## config.mk

```make
export PLATFORM = sky130hd
export DESIGN_NAME = button_conditioner
export DESIGN_NICKNAME = d
export VERILOG_FILES = /design/src/rtl/button_conditioner.sv
export SDC_FILE = /design/constraint.sdc
export NUM_CORES = 1
export LEC_CHECK = 0
export CAP_MARGIN = 10
export CORE_MARGIN = 4
export CORE_UTILIZATION = 46
export DETAILED_ROUTE_END_ITERATION = 8
export GPL_TIMING_DRIVEN = 0
export PLACE_DENSITY = 0.65
export REMOVE_ABC_BUFFERS = 1
export SLEW_MARGIN = 30
export SYNTH_ARGS = -nofsm -noshare
export SYNTH_HDL_FRONTEND = slang
export SYNTH_SLANG_ARGS = --single-unit
export TNS_END_PERCENT = 5
```

## constraint.sdc

```tcl
create_clock -name clk -period 3.5 [get_ports clk]
set_clock_uncertainty 0.1 [all_clocks]
set_input_delay 0.525 -clock clk [delete_from_list [all_inputs] [get_ports clk]]
set_output_delay 0.525 -clock clk [all_outputs]
set_load 0.02 [all_outputs]
```

## src/rtl/button_conditioner.sv

```systemverilog
// Push-button conditioner: 2-flop synchroniser plus per-channel debounce FSM, giving a level and press/release strobes.
// Optional auto-repeat strobes are enabled by defining BUTTON_AUTOREPEAT_EN.
module button_conditioner #(
    parameter int NUM_BTN         = 4,
    parameter int DEBOUNCE_CYCLES = 500000,
    parameter int CNT_W           = 20,
    parameter int HOLD_CYCLES     = 25000000,
    parameter int REPEAT_CYCLES   = 10000000,
    parameter int RPT_W           = 25
) (
    input  logic               clk,
    input  logic               rst,
    input  logic [NUM_BTN-1:0] btn_raw,
    output logic [NUM_BTN-1:0] btn_level,
    output logic [NUM_BTN-1:0] btn_press,
    output logic [NUM_BTN-1:0] btn_release,
    output logic [NUM_BTN-1:0] btn_repeat,
    output logic               btn_any
);

    localparam logic [1:0] IDLE      = 2'd0;
    localparam logic [1:0] ARMING    = 2'd1;
    localparam logic [1:0] HELD      = 2'd2;
    localparam logic [1:0] DISARMING = 2'd3;

    localparam logic [CNT_W-1:0] CNT_LAST = CNT_W'(DEBOUNCE_CYCLES - 1);
    localparam logic [CNT_W-1:0] CNT_ONE  = CNT_W'(1);

    // Reject configurations where a counter could wrap before reaching its terminal value.
    if (DEBOUNCE_CYCLES < 2 || DEBOUNCE_CYCLES >= (2 ** CNT_W)) begin : gBadDebounce
        $error("button_conditioner: DEBOUNCE_CYCLES out of range for CNT_W");
    end
    if (HOLD_CYCLES < 1 || REPEAT_CYCLES < 1 ||
        HOLD_CYCLES > (2 ** RPT_W) || REPEAT_CYCLES > (2 ** RPT_W)) begin : gBadRepeat
        $error("button_conditioner: HOLD_CYCLES/REPEAT_CYCLES do not fit RPT_W");
    end

    logic [NUM_BTN-1:0] syncMeta;
    logic [NUM_BTN-1:0] syncOut;
    logic [NUM_BTN-1:0] pressNxt;
    logic [NUM_BTN-1:0] releaseNxt;
    logic [NUM_BTN-1:0] levelNxt;
    logic [NUM_BTN-1:0] repeatNxt;

    always_ff @(posedge clk) begin
        if (rst) begin
            syncMeta <= '0;
            syncOut  <= '0;
        end else begin
            syncMeta <= btn_raw;
            syncOut  <= syncMeta;
        end
    end

    for (genvar i = 0; i < NUM_BTN; i++) begin : gChan
        logic [1:0]       state;
        logic [1:0]       stateNxt;
        logic [CNT_W-1:0] cnt;
        logic [CNT_W-1:0] cntNxt;
        logic             pressC;
        logic             releaseC;

        always_comb begin
            stateNxt = state;
            cntNxt   = cnt;
            pressC   = 1'b0;
            releaseC = 1'b0;
            case (state)
                IDLE: begin
                    if (syncOut[i]) begin
                        stateNxt = ARMING;
                        cntNxt   = '0;
                    end
                end
                ARMING: begin
                    if (!syncOut[i]) begin
                        stateNxt = IDLE;
                        cntNxt   = '0;
                    end else if (cnt == CNT_LAST) begin
                        stateNxt = HELD;
                        cntNxt   = '0;
                        pressC   = 1'b1;
                    end else begin
                        cntNxt = cnt + CNT_ONE;
                    end
                end
                HELD: begin
                    if (!syncOut[i]) begin
                        stateNxt = DISARMING;
                        cntNxt   = '0;
                    end
                end
                default: begin
                    if (syncOut[i]) begin
                        stateNxt = HELD;
                        cntNxt   = '0;
                    end else if (cnt == CNT_LAST) begin
                        stateNxt = IDLE;
                        cntNxt   = '0;
                        releaseC = 1'b1;
                    end else begin
                        cntNxt = cnt + CNT_ONE;
                    end
                end
            endcase
        end

        always_ff @(posedge clk) begin
            if (rst) begin
                state <= IDLE;
                cnt   <= '0;
            end else begin
                state <= stateNxt;
                cnt   <= cntNxt;
            end
        end

        assign pressNxt[i]   = pressC;
        assign releaseNxt[i] = releaseC;
        assign levelNxt[i]   = (stateNxt == HELD) || (stateNxt == DISARMING);

`ifdef BUTTON_AUTOREPEAT_EN
        localparam logic [RPT_W-1:0] HOLD_LAST = RPT_W'(HOLD_CYCLES - 1);
        localparam logic [RPT_W-1:0] REP_LAST  = RPT_W'(REPEAT_CYCLES - 1);
        localparam logic [RPT_W-1:0] RPT_ONE   = RPT_W'(1);

        logic [RPT_W-1:0] rptCnt;
        logic             rptFirst;
        logic             rptC;

        // Counter only advances while the state register shows HELD, so DISARMING pauses it.
        assign rptC = (state == HELD) && (rptCnt == (rptFirst ? HOLD_LAST : REP_LAST));

        always_ff @(posedge clk) begin
            if (rst || stateNxt == IDLE || pressC) begin
                rptCnt   <= '0;
                rptFirst <= 1'b1;
            end else if (rptC) begin
                rptCnt   <= '0;
                rptFirst <= 1'b0;
            end else if (state == HELD) begin
                rptCnt <= rptCnt + RPT_ONE;
            end
        end

        assign repeatNxt[i] = rptC;
`else
        assign repeatNxt[i] = 1'b0;
`endif
    end

    always_ff @(posedge clk) begin
        if (rst) begin
            btn_level   <= '0;
            btn_press   <= '0;
            btn_release <= '0;
            btn_repeat  <= '0;
            btn_any     <= 1'b0;
        end else begin
            btn_level   <= levelNxt;
            btn_press   <= pressNxt;
            btn_release <= releaseNxt;
            btn_repeat  <= repeatNxt;
            btn_any     <= |pressNxt;
        end
    end

endmodule

```

# After elaboration in Yosys (flattened, before gate mapping)
# Cells that the tools add are included.
[classes] n_reduce_logical=17 eq_ne=28 addsub=4 n_mux=64
[ops] cell="$mux W20" count=20
[ops] cell="$pmux W20 S3" count=4
[ops] cell="$add A20 B1 Y20 const B" count=4
[ops] cell="$eq A20 B19 Y1 const B" count=4
[ops] cell="$mux W2" count=24
[ops] cell="$eq A2 B2 Y1 const B" count=12
[ops] cell="$pmux W2 S3" count=4
[ops] cell="$reduce_or A5 Y1" count=4
[ops] cell="$ne A2 B2 Y1 const B" count=8
[ops] cell="$mux W1" count=12
[ops] cell="$eq A2 B1 Y1 const B" count=4
[ops] cell="$logic_not A2 Y1" count=4
[ops] cell="$reduce_and A2 Y1" count=4
[ops] cell="$logic_or A1 B1 Y1" count=4
[ops] cell="$reduce_or A4 Y1" count=1
[totals] out_inout_bits=17 register_bits=109

# Longest topological paths before layout
# Gate-level depths: netlist of the first run.
[logic_depth] ltp_word=6 ltp_mapped=9 ltp_nobuf=7

# Worst setup path after synthesis of the first run
# OpenSTA, ideal clock, no wires.
[synth_timing] path_kind="reg-to-reg" start="reg gChan[1].state[1]" end="reg gChan[1].cnt[17]" period_less_slack_ns=1.978 arrival_ns=1.761 slack_ns=1.522 path_stages_with_launch=8 required_time_ns=3.283 setup_time_ns=0.117 cell_sequence="dfxtp_1 > inv_1 > ha_1 > mux2_2 > nor4_4 > nand4_1 > xor2_1 > nor2_1"
[synth_via] elab_chain_cells=3 word_cells_on_any_way=7 classes_between="eq/ne (4); mux (1); reduce/logical (2)"
[synth_lines] item="start: declaration" line="56" text="logic [1:0] state;"
[synth_lines] item="start signal: assignment" line="113" text="state <= stateNxt;"
[synth_lines] item="$eq A2 B2 Y1 / $logic_not A2 Y1 (equally long branches)" line="68" text="case (state)"
[synth_lines] item="$ne A2 B2 Y1 (no line)"
[synth_lines] item="$reduce_and A2 Y1 (no line)"
[synth_lines] item="end signal: assignment" line="114" text="cnt <= cntNxt;"
[synth_lines] item="end: declaration" line="58" text="logic [CNT_W-1:0] cnt;"
# Parallel ways exist; a longest one is shown, timed or not.
# A chain may end at the register's enable or synchronous reset.

# Final worst setup path of the first run
[layout_timing] start="reg gChan[0].state[1]" end="reg gChan[0].cnt[17]"
[layout_via] elab_chain_cells=3 word_cells_on_any_way=7 classes_between="eq/ne (4); mux (1); reduce/logical (2)"
[layout_lines] item="start: declaration" line="56"
[layout_lines] item="start signal: assignment" line="113"
[layout_lines] item="$eq A2 B2 Y1 / $logic_not A2 Y1 (equally long branches)" line="68"
[layout_lines] item="$ne A2 B2 Y1 (no line)"
[layout_lines] item="$reduce_and A2 Y1 (no line)"
[layout_lines] item="end signal: assignment" line="114"
[layout_lines] item="end: declaration" line="58"
# Parallel ways exist; a longest one is shown, timed or not.

==> flow_metrics.tcl, run 1 <==
set metrics [dict create \
    ir_worst_vdd_mv 0.4170 \
    synth_top_family_by_area "simple AND/OR/NAND/NOR gates" \
    maxSlewViolCount 0 \
    worst_pin_slew_ns 0.8096 \
    synthXorXnorAreaFrac_pct 8.646 \
    rsz0062_at_grt "false" \
    rows 39 \
    nets 649 \
    ios 23 \
    cts_tree "built" \
    clk_path_buf_depth 2 \
    crit_path_max_fanout 17 \
    synth_warnings 0 \
    power_mw 2.580 \
    synthToLayoutAreaGrowth_pct 9.415 \
    yosysMostFrequentCell "dfxtp_1" \
    antenna_found_initial 0 \
    drc 0 \
    vias 4323 \
    ant_nets 0 \
    dieHeight_microns 116.0 \
    cp-start-kind "register" \
    yosysTopAreaCellShare_pct 39.90 \
    die_x_microns 116.0 \
    postCtsSetupRepairBufs 0 \
    grt_pass1_wl_microns 18740 \
    gp_congestion 0.8420 \
    ys.flop_type "dfxtp_1" \
    placed_area_sq_um 5613 \
    cp_data_arrival_time_ns 2.45 \
    power.density_nw_per_um2 439.2 \
    endpoint "gChan[0].cnt[17]" \
    coreArea_sq_um 11420 \
    layout_worst_path_cycle_share_pct 65.55 \
    r2r-start "gChan[0].state[1]" \
    avgViaCountPerCell 5.607 \
    hold_viol_final 0 \
    drt_pre_antenna_iters 4 \
    start_util_pct 47.02 \
    synthSimpleGateAreaFrac_pct 30.53 \
    relSlewSlack_pct 45.82 \
    reg2reg_depth 5 \
    grt_max_degree 31 \
    grt_overflow 0 \
    end_kind "register" \
    drv_cap 0 \
    yosys.cell_types.count 59 \
    crit_start "gChan[0].state[1]" \
    setup_viol 0 \
    worstReg2RegEnd "gChan[0].cnt[17]" \
    first_iter_violations 188 \
    cts_sinks 107 \
    grt_pass1_vias 4078 \
    p_leak_nw 2.076 \
    crit_type "reg -> reg" \
    drt_wl_total_microns 10730 \
    grtUsageTotal_pct 16.99 \
    fin_util_pct 51.45 \
    h-tree-depth 3 \
    synth-compound-area-share_pct 9.671 \
    outcome "finished clean" \
    cts_root_buf "clkbuf_16" \
    clk_pin_slew_ns 0.07 \
    synthArstFlopShare_pct 0 \
    cts_hold_repair.buffers 0 \
    hpwl_microns 7444 \
    dp_slack_ns 1.142 \
    dieArea_sq_um 13460 \
    synth_common_cells "107 x dfxtp_1, 87 x nor2_1, 44 x nand2_1" \
    hold_ws_ns 0.3353 \
    yosysSeqAreaShare_pct 39.90 \
    postSynthCellCount 620 \
    netlist_area_sq_um 5369 \
    hold_path_class "reg -> reg" \
    multi_input_area_sq_um 3033 \
    port_buffers 18 \
    fillerInstances 1076 \
    seqCellArea_sq_um 2142 \
    cts_buffers 9 \
    layout_min_cycle_time_ns 2.294 \
    cts_resized 0 \
    synth_area_leaders "dfxtp_1 40%, xor2_1 6.2%, nor2_1 6.1%" \
    synthAdderAreaFrac_pct 4.428 \
    fin_ws_ns 1.206 \
    synth_top_cell_by_area "dfxtp_1" \
    synth_edf_count 0 \
    reg2reg_slack_ns 1.21 \
    synthMuxAreaShare_pct 2.936 \
    worstPathRequired_ns 3.66 \
    fmax_mhz 435.9 \
    drive_gt1_share_pct 6.051 \
    final_cell_area_sq_um 5874 \
    wl_per_cell_microns 13.91 \
    synth_area_per_cell_sq_um 8.660 \
    n_antenna_cell 0 \
    worstSkewPairLatency_ns 0.35 \
    ys_ff_latch 107 \
]
## registers in the layout, indices dropped and copies added, names as in the netlist
register     count
btn_level        2
syncMeta         4
gChan.cnt       80
btn_release      4
syncOut          4
btn_press        4
gChan.state      8
btn_any          1
## layout make-up
| type | count | area share [%] |
|---|---|---|
| multi-input cells | 472 | 51.63 |
| clock inverters | 3 | 0.2556 |
| inverters | 15 | 0.9585 |
| flip-flops and latches | 107 | 36.46 |
| well taps | 143 | 3.046 |
| repair buffers | 19 | 3.450 |
| clock buffers | 12 | 4.196 |
## critical path: stages, from the launching register on
cell	delay [ns]
dfxtp_1	0.41
xor2_1	0.38
nand2_1	0.20
a21oi_2	0.58
o21ai_0	0.22
a311oi_1	0.31
## through the flow
step                      setup TNS (ns)  instances
after floorplan                        0        594
after global placement            -14.11        755
after detailed placement               0        756
after CTS                              0        771
after global routing                   0        771
final                                  0        771
## placed cells by master (no fill, tap or decap), types with 3 or more instances in the layout
cell type | netlist | layout
a211oi_1 | 4 | 4
a21o_1 | 4 | 4
a21oi_1 | 20 | 20
a221oi_1 | 3 | 3
a2bb2oi_1 | 3 | 3
a311oi_1 | 3 | 3
a31o_2 | 3 | 3
a31oi_1 | 5 | 5
and2_1 | 5 | 5
and3_1 | 19 | 19
and4_1 | 9 | 9
clkbuf_16 | 0 | 9
clkdlybuf4s50_1 | 0 | 17
clkinv_2 | 0 | 3
conb_1 | 1 | 4
dfxtp_1 | 107 | 107
ha_1 | 19 | 19
inv_1 | 15 | 15
mux2_2 | 6 | 6
mux2i_1 | 9 | 9
nand2_1 | 44 | 44
nand3_1 | 37 | 37
nand4_1 | 26 | 26
nand4b_1 | 6 | 6
nor2_1 | 87 | 87
nor2b_1 | 10 | 10
nor3_1 | 16 | 16
nor3b_1 | 5 | 5
nor4_1 | 3 | 3
nor4b_1 | 12 | 12
o21ai_0 | 15 | 15
or2_2 | 3 | 3
or3_1 | 10 | 10
or4_1 | 3 | 3
xnor2_1 | 15 | 15
xor2_1 | 38 | 38
## power by group
part / switching, mW / internal (mW) / total (mW)
logic: 0.243 / 0.134 / 0.378
clock network: 0.431 / 0.495 / 0.926
registers: 0.0339 / 1.24 / 1.28
## logic make-up after synthesis
logic type | count (synthesis)
other cells | 1
flops | 107
buf+inv | 44
fa+ha+maj | 19
compound gates | 76
simple gates | 305
xor+xnor | 53
mux | 15
## per-layer routing
metal,global-route usage (%),wire length (microns),vias to the layer above
met5,0,0,-
met4,5.336,130,0
met3,5.117,401,11
met2,27.66,5079,60
met1,21.67,5115,2051
li1,-,-,2201
## how the worst min path moves through the flow
stage                  to  cells after the start        start  slack (ns)
4_1_cts        syncOut[2]                      1  syncMeta[2]        0.34
5_1_grt        syncOut[2]                      1  syncMeta[2]        0.36
3_3_place_gp   syncOut[3]                      1  syncMeta[3]        0.32
6_report       syncOut[2]                      1  syncMeta[2]        0.34
3_5_place_dp   syncOut[2]                      1  syncMeta[2]        0.32
2_1_floorplan  syncOut[0]                      1  syncMeta[0]        0.31
Note: power is estimated with default switching activity, not from simulation.
==> run 2: changes to the inputs <==
--- a/config.mk
+++ b/config.mk
@@ -10,7 +10,7 @@
 export CORE_UTILIZATION = 46
 export DETAILED_ROUTE_END_ITERATION = 8
 export GPL_TIMING_DRIVEN = 0
-export PLACE_DENSITY = 0.65
+export PLACE_DENSITY = 0.68
 export REMOVE_ABC_BUFFERS = 1
 export SLEW_MARGIN = 30
 export SYNTH_ARGS = -nofsm -noshare
==> constraint.sdc (replaced) <==
create_clock -name clk -period 1.9 [get_ports clk]
set_clock_uncertainty 0.1 [all_clocks]
set_input_delay 0.285 -clock clk [delete_from_list [all_inputs] [get_ports clk]]
set_output_delay 0.285 -clock clk [all_outputs]
set_load 0.02 [all_outputs]
==> flow_metrics.tcl, run 2 (synthesized netlist as in run 1, its figures left out) <==
set metrics [dict create \
    cts_tree "built" \
    outcome "finished, violations left" \
    grt_pass1_vias 4234 \
    die_x_microns 116.0 \
    worst_pin_slew_ns 0.7991 \
    dp_slack_ns -0.3953 \
    clk_pin_slew_ns 0.07 \
    cp_top_family "simple AND/OR/NAND/NOR gates" \
    fmax_mhz 501.3 \
    nets 669 \
    drc 0 \
    cts_sinks 107 \
    relSlewSlack_pct 46.67 \
    failed_checks "setup timing" \
    rows 39 \
    hpwl_microns 7421 \
    setup_viol 36 \
    ios 23 \
    seqCellArea_sq_um 2172 \
    cts_buffers 9 \
    top_register "gChan.cnt" \
    final_common_cell "dfxtp_1" \
    drive_gt1_share_pct 18.95 \
    cts_hold_repair.buffers 0 \
    grt_overflow 0 \
    fillerInstances 1023 \
    end_kind "register" \
    wl_per_cell_microns 14.62 \
    multi_input_area_sq_um 3293 \
    grtUsageTotal_pct 17.56 \
    worstPathRequired_ns 2.10 \
    tns_ns -1.291 \
    grt_busiest_layer "met2" \
    gp_congestion 0.8146 \
    port_buffers 18 \
    crit_chain "inv_1 -> ha_2 -> mux2_4 -> or4_4 -> a21oi_2 -> a31o_2" \
    h-tree-depth 3 \
    clk_path_buf_depth 2 \
    crit_type "reg -> reg" \
    p_leak_nw 2.229 \
    start_util_pct 47.02 \
    dieHeight_microns 116.0 \
    n_antenna_cell 0 \
    cp_data_arrival_time_ns 2.19 \
    grt_max_degree 34 \
    coreArea_sq_um 11420 \
    cts_root_buf "clkbuf_16" \
    synthToLayoutAreaGrowth_pct 18.13 \
    antenna_found_initial 0 \
    ir_worst_vdd_mv 0.7369 \
    maxSlewViolCount 0 \
    worstSkewPairLatency_ns 0.35 \
    grt_util_met3_pct 4.282 \
    crit_path_max_fanout 11 \
    fin_ws_ns -0.09484 \
    layout_min_cycle_time_ns 1.995 \
    critical-path-max-stage-delay_ns 0.51 \
    top_regs "gChan.cnt (80), gChan.state (8)" \
    rsz0062_at_grt "true" \
    vias 4489 \
    hold_path_class "in -> reg" \
    dieArea_sq_um 13460 \
    grt_pass1_wl_microns 19390 \
    hold_viol_final 0 \
    largest_register_ffs 80 \
    first_iter_violations 254 \
    drv_cap 0 \
    crit_path_top_delay_cell "or4_4" \
    cp.buffers_inverters 1 \
    use_met1_pct 22.35 \
    use_met2_pct 29.11 \
    cp-start-kind "register" \
    drt_wl_total_microns 11580 \
    ant_nets 0 \
    avgViaCountPerCell 5.668 \
    layout_common_cells "89 x dfxtp_1, 85 x nor2_1, 40 x nand2_1, 37 x nand3_1, 37 x xor2_1" \
    power.density_nw_per_um2 809.0 \
    layout_worst_path_cycle_share_pct 105.0 \
    drt_pre_antenna_iters 4 \
]
## run 2: cell type report
cell class,instances,area share (%)
multi-input cells,473,51.92
flip-flops and latches,107,34.25
repair buffers,38,5.346
clock buffers,9,3.551
well taps,143,2.821
clock inverters,7,1.223
inverters,15,0.8877
## run 2: path summary, 6_finish.rpt
check               startpoint         endpoint  slack (ns)  depth (start not counted)
max          gChan[3].state[0]  gChan[3].cnt[5]       -0.09                          6
min                        rst  gChan[3].cnt[4]        0.28                          2
max reg2reg  gChan[3].state[0]  gChan[3].cnt[5]       -0.09                          6
min reg2reg        syncMeta[3]       syncOut[3]        0.34                          1
## run 2: where the power goes
part	internal (mW)	switching [mW]	leakage, nW	total (mW)
Clock	1.03	0.866	0.146	1.90
Sequential	2.30	0.0604	0.873	2.36
Combinational	0.363	0.512	1.21	0.874
Total	3.69	1.44	2.23	5.13
## run 2: worst reg2reg max path, delay by kind of cell, from the launching register on
kind                     cells  cell delay (ns)
flip-flops                   1             0.37
multiplexers                 1             0.33
buffers and inverters        1             0.11
AO/OA/AOI/OAI                2             0.29
AND/OR/NAND/NOR              1             0.51
adder cells (fa/ha/maj)      1             0.24
## run 2: layer usage
| metal | share of wire [%] | vias to the layer above |
|---|---|---|
| met2 | 48 | 79 |
| met4 | 2.0 | 0 |
| li1 | - | 2245 |
| met1 | 46 | 2142 |
| met5 | 0 | - |
| met3 | 3.5 | 23 |
## run 2: through the flow
step	util (%)	cells	cell area (sq um)	total power, mW	hold WS [ns]
after CTS	54.24	784	6193	5.073	0.2720
final	55.54	792	6342	5.131	0.2801
after detailed placement	49.09	756	5605	3.091	0.3231
after global routing	55.54	792	6342	5.349	0.2908
after floorplan	-	594	5231	2.889	0.2541
after global placement	48.96	755	5590	3.053	0.3186
## run 2: repair_timing
action / 4_1_cts / 5_1_grt
pin swaps: 11 / 12
buffers inserted: 12 / 7
gates resized for setup: 56 / 28
cloned: 0 / 1
setup endpoints to repair: 80 / 73
==> variant 1: new RTL, settings of run 2 <==
The parameter `NUM_BTN` goes from 4 to 5.
--- a/src/rtl/button_conditioner.sv
+++ b/src/rtl/button_conditioner.sv
@@ -1,7 +1,7 @@
 // Push-button conditioner: 2-flop synchroniser plus per-channel debounce FSM, giving a level and press/release strobes.
 // Optional auto-repeat strobes are enabled by defining BUTTON_AUTOREPEAT_EN.
 module button_conditioner #(
-    parameter int NUM_BTN         = 4,
+    parameter int NUM_BTN         = 5,
     parameter int DEBOUNCE_CYCLES = 500000,
     parameter int CNT_W           = 20,
     parameter int HOLD_CYCLES     = 25000000,
Ports: changed (5 resized); port bits go from 23 to 28. No check against the original RTL was run, so the function may have changed too.
==> variant 1 against run 2 <==
- the run still ends with setup timing left
- non-clock buffer count is 3 lower
- global-route usage grew 0.18 points
- wire length increased by 20%
- final area up 24%
- highest routed layer unchanged
- sequential cell count rose by 27
- worst setup slack got worse by 0.059 ns
- area after synthesis rose by 20%
- utilization increased by 1.5 points
Power is not compared: it rests on default switching activity, and its combinational part moved more than twofold at a synthesized area within 25%.
==> variant 1: results (changes against run 2) <==
| Metric | Value |
|---|---|
| Largest net degree at the start of global routing | `28 (was 34)` |
| Final net count | `799 (was 669)` |
| Vias in the first global route | `5094 (was 4234)` |
| Clock Latency Late Sink | `0.42 ns (was 0.35 ns)` |
| Largest regs | `gChan.cnt x100, gChan.state x10 (was gChan.cnt x80, gChan.state x8)` |
| Vias per cell | `5.422 (was 5.668)` |
| Area of the multi-input gates | `0.003973 sq mm (was 0.003293 sq mm)` |
| Placed cell count | `912 (was 756)` |
| P_leak | `2.664 nW` |
| Pre-CTS WS | `-0.5691 ns (was -0.3953 ns)` |
| M1 wire length | `6409 microns (was 5336 microns)` |
| Adder-cell area share of the yosys netlist | `4.839% (was 4.428%)` |
| Synthesized area per cell | `8.794 sq um (was 8.660 sq um)` |
| DP Wirelength | `8883 microns (was 7421 microns)` |
| Post-Synth XOR/XNOR Area | `12.31% (was 8.646%)` |
| FF-to-FF path depth | `7 (was 6)` |
| Post-CTS Resized | `64 (was 56)` |
| WP data arrival | `2.26 ns (was 2.19 ns)` |
| Synth Area in Compound Gates | `5.981% (was 9.671%)` |
| Synth top area cells | `dfxtp_1 (42%), nor2_1 (7.4%), xnor2_1 (6.6%), xor2_1 (5.4%), ha_1 (4.8%) (was dfxtp_1 (40%), xor2_1 (6.2%), nor2_1 (6.1%), ha_1 (4.4%), nand3_1 (3.4%))` |
| Reg2Reg Launch Point | `gChan[0].cnt[9] (was gChan[3].state[0])` |
| GRT Util Overall | `17.75% (was 17.56%)` |
| H-tree depth | `4 (was 3)` |
| Cts bufs inserted | `17 (was 9)` |
| Setup slack after layout | `-0.1541 ns (was -0.09484 ns)` |
| Total power draw | `about 0.008 W` |
| Status | `finished, violations left (unchanged)` |
| Final setup fails | `35 (was 36)` |
| Setup_tns | `-3.096 ns (was -1.291 ns)` |
| Min Hold Slack | `0.2461 ns (was 0.2801 ns)` |
| Hold Path Origin | `rst (unchanged)` |
| Failing checks | `setup timing (unchanged)` |
| First-pass GRT wire length | `23650 microns (was 19390 microns)` |
| Met1 usage | `22.10% (was 22.35%)` |
| Met2 wire len | `6737 microns (was 5601 microns)` |
| Routed via count | `5200 (was 4489)` |
| First-pass DRT Iterations | `5 (was 4)` |
| Post-DP Area | `0.006799 sq mm (was 0.005605 sq mm)` |
| Port bufs | `22 (was 18)` |
| M3 GR Usage | `4.716% (was 4.282%)` |
| Met3 WL | `501 microns (was 405 microns)` |
| Synth top cells by count | `dfxtp_1 (134), nor2_1 (127), nand2_1 (54) (was dfxtp_1 (107), nor2_1 (87), nand2_1 (44))` |
| RR Endpoint | `gChan[0].cnt[12] (was gChan[3].cnt[5])` |
| Layout cell share with drive strength beyond 1 | `17.72% (was 18.95%)` |
| Fillers | `1177 (was 1023)` |
| Setup bufs post-CTS | `9 (was 12)` |
| Seq/Total Area, Yosys | `41.50% (was 39.90%)` |
| Final wirelength | `13890 microns (was 11580 microns)` |
| GR Layer Usage met2 | `29.11% (about the same)` |
| Worst slew margin | `59.03% (was 46.67%)` |
| Drt first-iter violations | `345 (was 254)` |
| Setup crit end | `gChan[0].cnt[12] (was gChan[3].cnt[5])` |
## variant 1: cell types whose count changed after synthesis, moves of 7 or more
cell,before,now
nor3_1,16,26
dfxtp_1,107,134
nand3_1,37,29
inv_1,15,23
a21oi_1,20,11
xnor2_1,15,49
nand2_1,44,54
nor4_1,3,10
and3_1,19,9
nor2_1,87,127
clkbuf_1,10,18
## variant 1: layout make-up
class / instances / share of cell area, %
flip-flops and latches: 134 / 34.51
multi-input cells: 556 / 50.35
inverters: 23 / 1.094
clock buffers: 27 / 6.248
well taps: 180 / 2.854
repair buffers: 35 / 4.377
clock inverters: 4 / 0.5709
## variant 1: kinds of logic after synthesis
family,count (synthesis)
other cells,1
compound gates,56
fa+ha+maj,25
simple gates,358
buf+inv,53
xor+xnor,90
flops,134
mux,18
## variant 1: worst max-delay path, cell delays in order (launching register included)
cell and delay (ns):
dfxtp_2 0.33, or4b_4 0.55, nor4_4 0.29, buf_4 0.18
a21oi_4 0.08, o21bai_4 0.17, buf_12 0.14, o31ai_1 0.08
==> variant 2: new RTL, settings of run 2 <==
Without the edit above. Register the output `btn_press` once more, cleared by the reset; this adds one clock of latency there. The other outputs are not delayed to match.
--- a/src/rtl/button_conditioner.sv
+++ b/src/rtl/button_conditioner.sv
@@ -25,6 +25,8 @@
 
     localparam logic [CNT_W-1:0] CNT_LAST = CNT_W'(DEBOUNCE_CYCLES - 1);
     localparam logic [CNT_W-1:0] CNT_ONE  = CNT_W'(1);
+
+    logic [NUM_BTN-1:0] btn_press_s0;
 
     // Reject configurations where a counter could wrap before reaching its terminal value.
     if (DEBOUNCE_CYCLES < 2 || DEBOUNCE_CYCLES >= (2 ** CNT_W)) begin : gBadDebounce
@@ -152,18 +154,26 @@
     always_ff @(posedge clk) begin
         if (rst) begin
             btn_level   <= '0;
-            btn_press   <= '0;
+            btn_press_s0 <= '0;
             btn_release <= '0;
             btn_repeat  <= '0;
             btn_any     <= 1'b0;
         end else begin
             btn_level   <= levelNxt;
-            btn_press   <= pressNxt;
+            btn_press_s0 <= pressNxt;
             btn_release <= releaseNxt;
             btn_repeat  <= repeatNxt;
             btn_any     <= |pressNxt;
         end
     end
 
+    always_ff @(posedge clk) begin
+        if (rst) begin
+            btn_press <= '0;
+        end else begin
+            btn_press <= btn_press_s0;
+        end
+    end
+
 endmodule
 
Formal check against the unedited RTL: no difference found for any inputs over 10 cycles, from zero or initial values and one cycle with rst high; that may be too few to reach the edited logic, so the function may still have changed.
==> variant 2 against run 2 <==
- the flow still finishes with violations (setup timing)
- wire length increased by 9.2%
- sequential share of layout area decreased by 0.90 points
- area after synthesis increased by 1.5%
- power decreased by 5.9%
- final area increased by 7.4%
- sequential cell count increased by 4
- global-route usage increased by 0.60 points
- worst setup slack got worse by 0.028 ns
- largest cell class unchanged
- highest routed layer unchanged
==> variant 2: results (changes against run 2) <==
| Metric | Value |
|---|---|
| Inverters, non-clock | `20 (was 15)` |
| M3 GR Usage | `4.370% (was 4.282%)` |
| Crit Path Max Fanout | `5 (was 11)` |
| Post-Synthesis Cell Area | `0.005450 sq mm (was 0.005369 sq mm)` |
| Multiplexer area fraction after synthesis | `3.030% (was 2.936%)` |
| Final setup fails | `15 (was 36)` |
| Final wirelength | `12640 microns (was 11580 microns)` |
| Total power draw | `0.004830 W (was 0.005131 W)` |
| Setup slack after layout | `-0.1225 ns (was -0.09484 ns)` |
| Met3 WL | `409 microns (was 405 microns)` |
| Pre-CTS WS | `-0.6180 ns (was -0.3953 ns)` |
| PD cells | `709.4 mW/mm^2 (was 809.0 mW/mm^2)` |
| M1 wire length | `5517 microns (was 5336 microns)` |
| First-pass GRT wire length | `20190 microns (was 19390 microns)` |
| Adder-cell area share of the yosys netlist | `4.362% (was 4.428%)` |
| Routed len/inst | `15.50 microns (was 14.62 microns)` |
| DP Wirelength | `7503 microns (was 7421 microns)` |
| Largest net degree at the start of global routing | `36 (was 34)` |
| Final net count | `695 (was 669)` |
| Seq/Total Area, Yosys | `40.77% (was 39.90%)` |
| Seq area share | `33.35% (was 34.25%)` |
| Failing checks | `setup timing (unchanged)` |
| Number of non-clock buffers | `55 (was 38)` |
| Status | `finished, violations left (unchanged)` |
| Worst Tran Pin Value | `0.5776 ns (was 0.7991 ns)` |
| Synth top area cells | `dfxtp_1 (41%), nor2_1 (6.2%), xor2_1 (5.5%), ha_1 (4.4%), xnor2_1 (3.7%) (was dfxtp_1 (40%), xor2_1 (6.2%), nor2_1 (6.1%), ha_1 (4.4%), nand3_1 (3.4%))` |
| Layout cell share with drive strength beyond 1 | `23.63% (was 18.95%)` |
## variant 2: changes by cell type in the layout (fill, tap and decap cells not counted), moves of 5 or more
cell,delta
xnor2_1,+8
nand3_1,-6
and3_1,-11
nand4b_1,-5
nor3_2,+7
nand2_1,+6
buf_4,+12
dfxtp_2,-6
nor2b_1,+5
dfxtp_4,+7
## variant 2: worst paths after layout
kind | from | endpoint | slack (ns) | cells past startpoint
worst max register to register | gChan[3].state[1] | gChan[3].cnt[19] | -0.12 | 7
worst max-delay path | gChan[3].state[1] | gChan[3].cnt[19] | -0.12 | 7
worst min register to register | syncMeta[1] | syncOut[1] | 0.33 | 1
worst min-delay path | rst | syncOut[1] | 0.23 | 2
## variant 2: what timing repair did
action | in CTS | in global routing
gates cloned | 2 | 0
endpoints found under the setup margin | 83 | 88
hold endpoints to repair | 0 | 0
pin swaps | 27 | 25
resized for setup | 57 | 75
buffers inserted | 15 | 21
hold buffers | 0 | 0
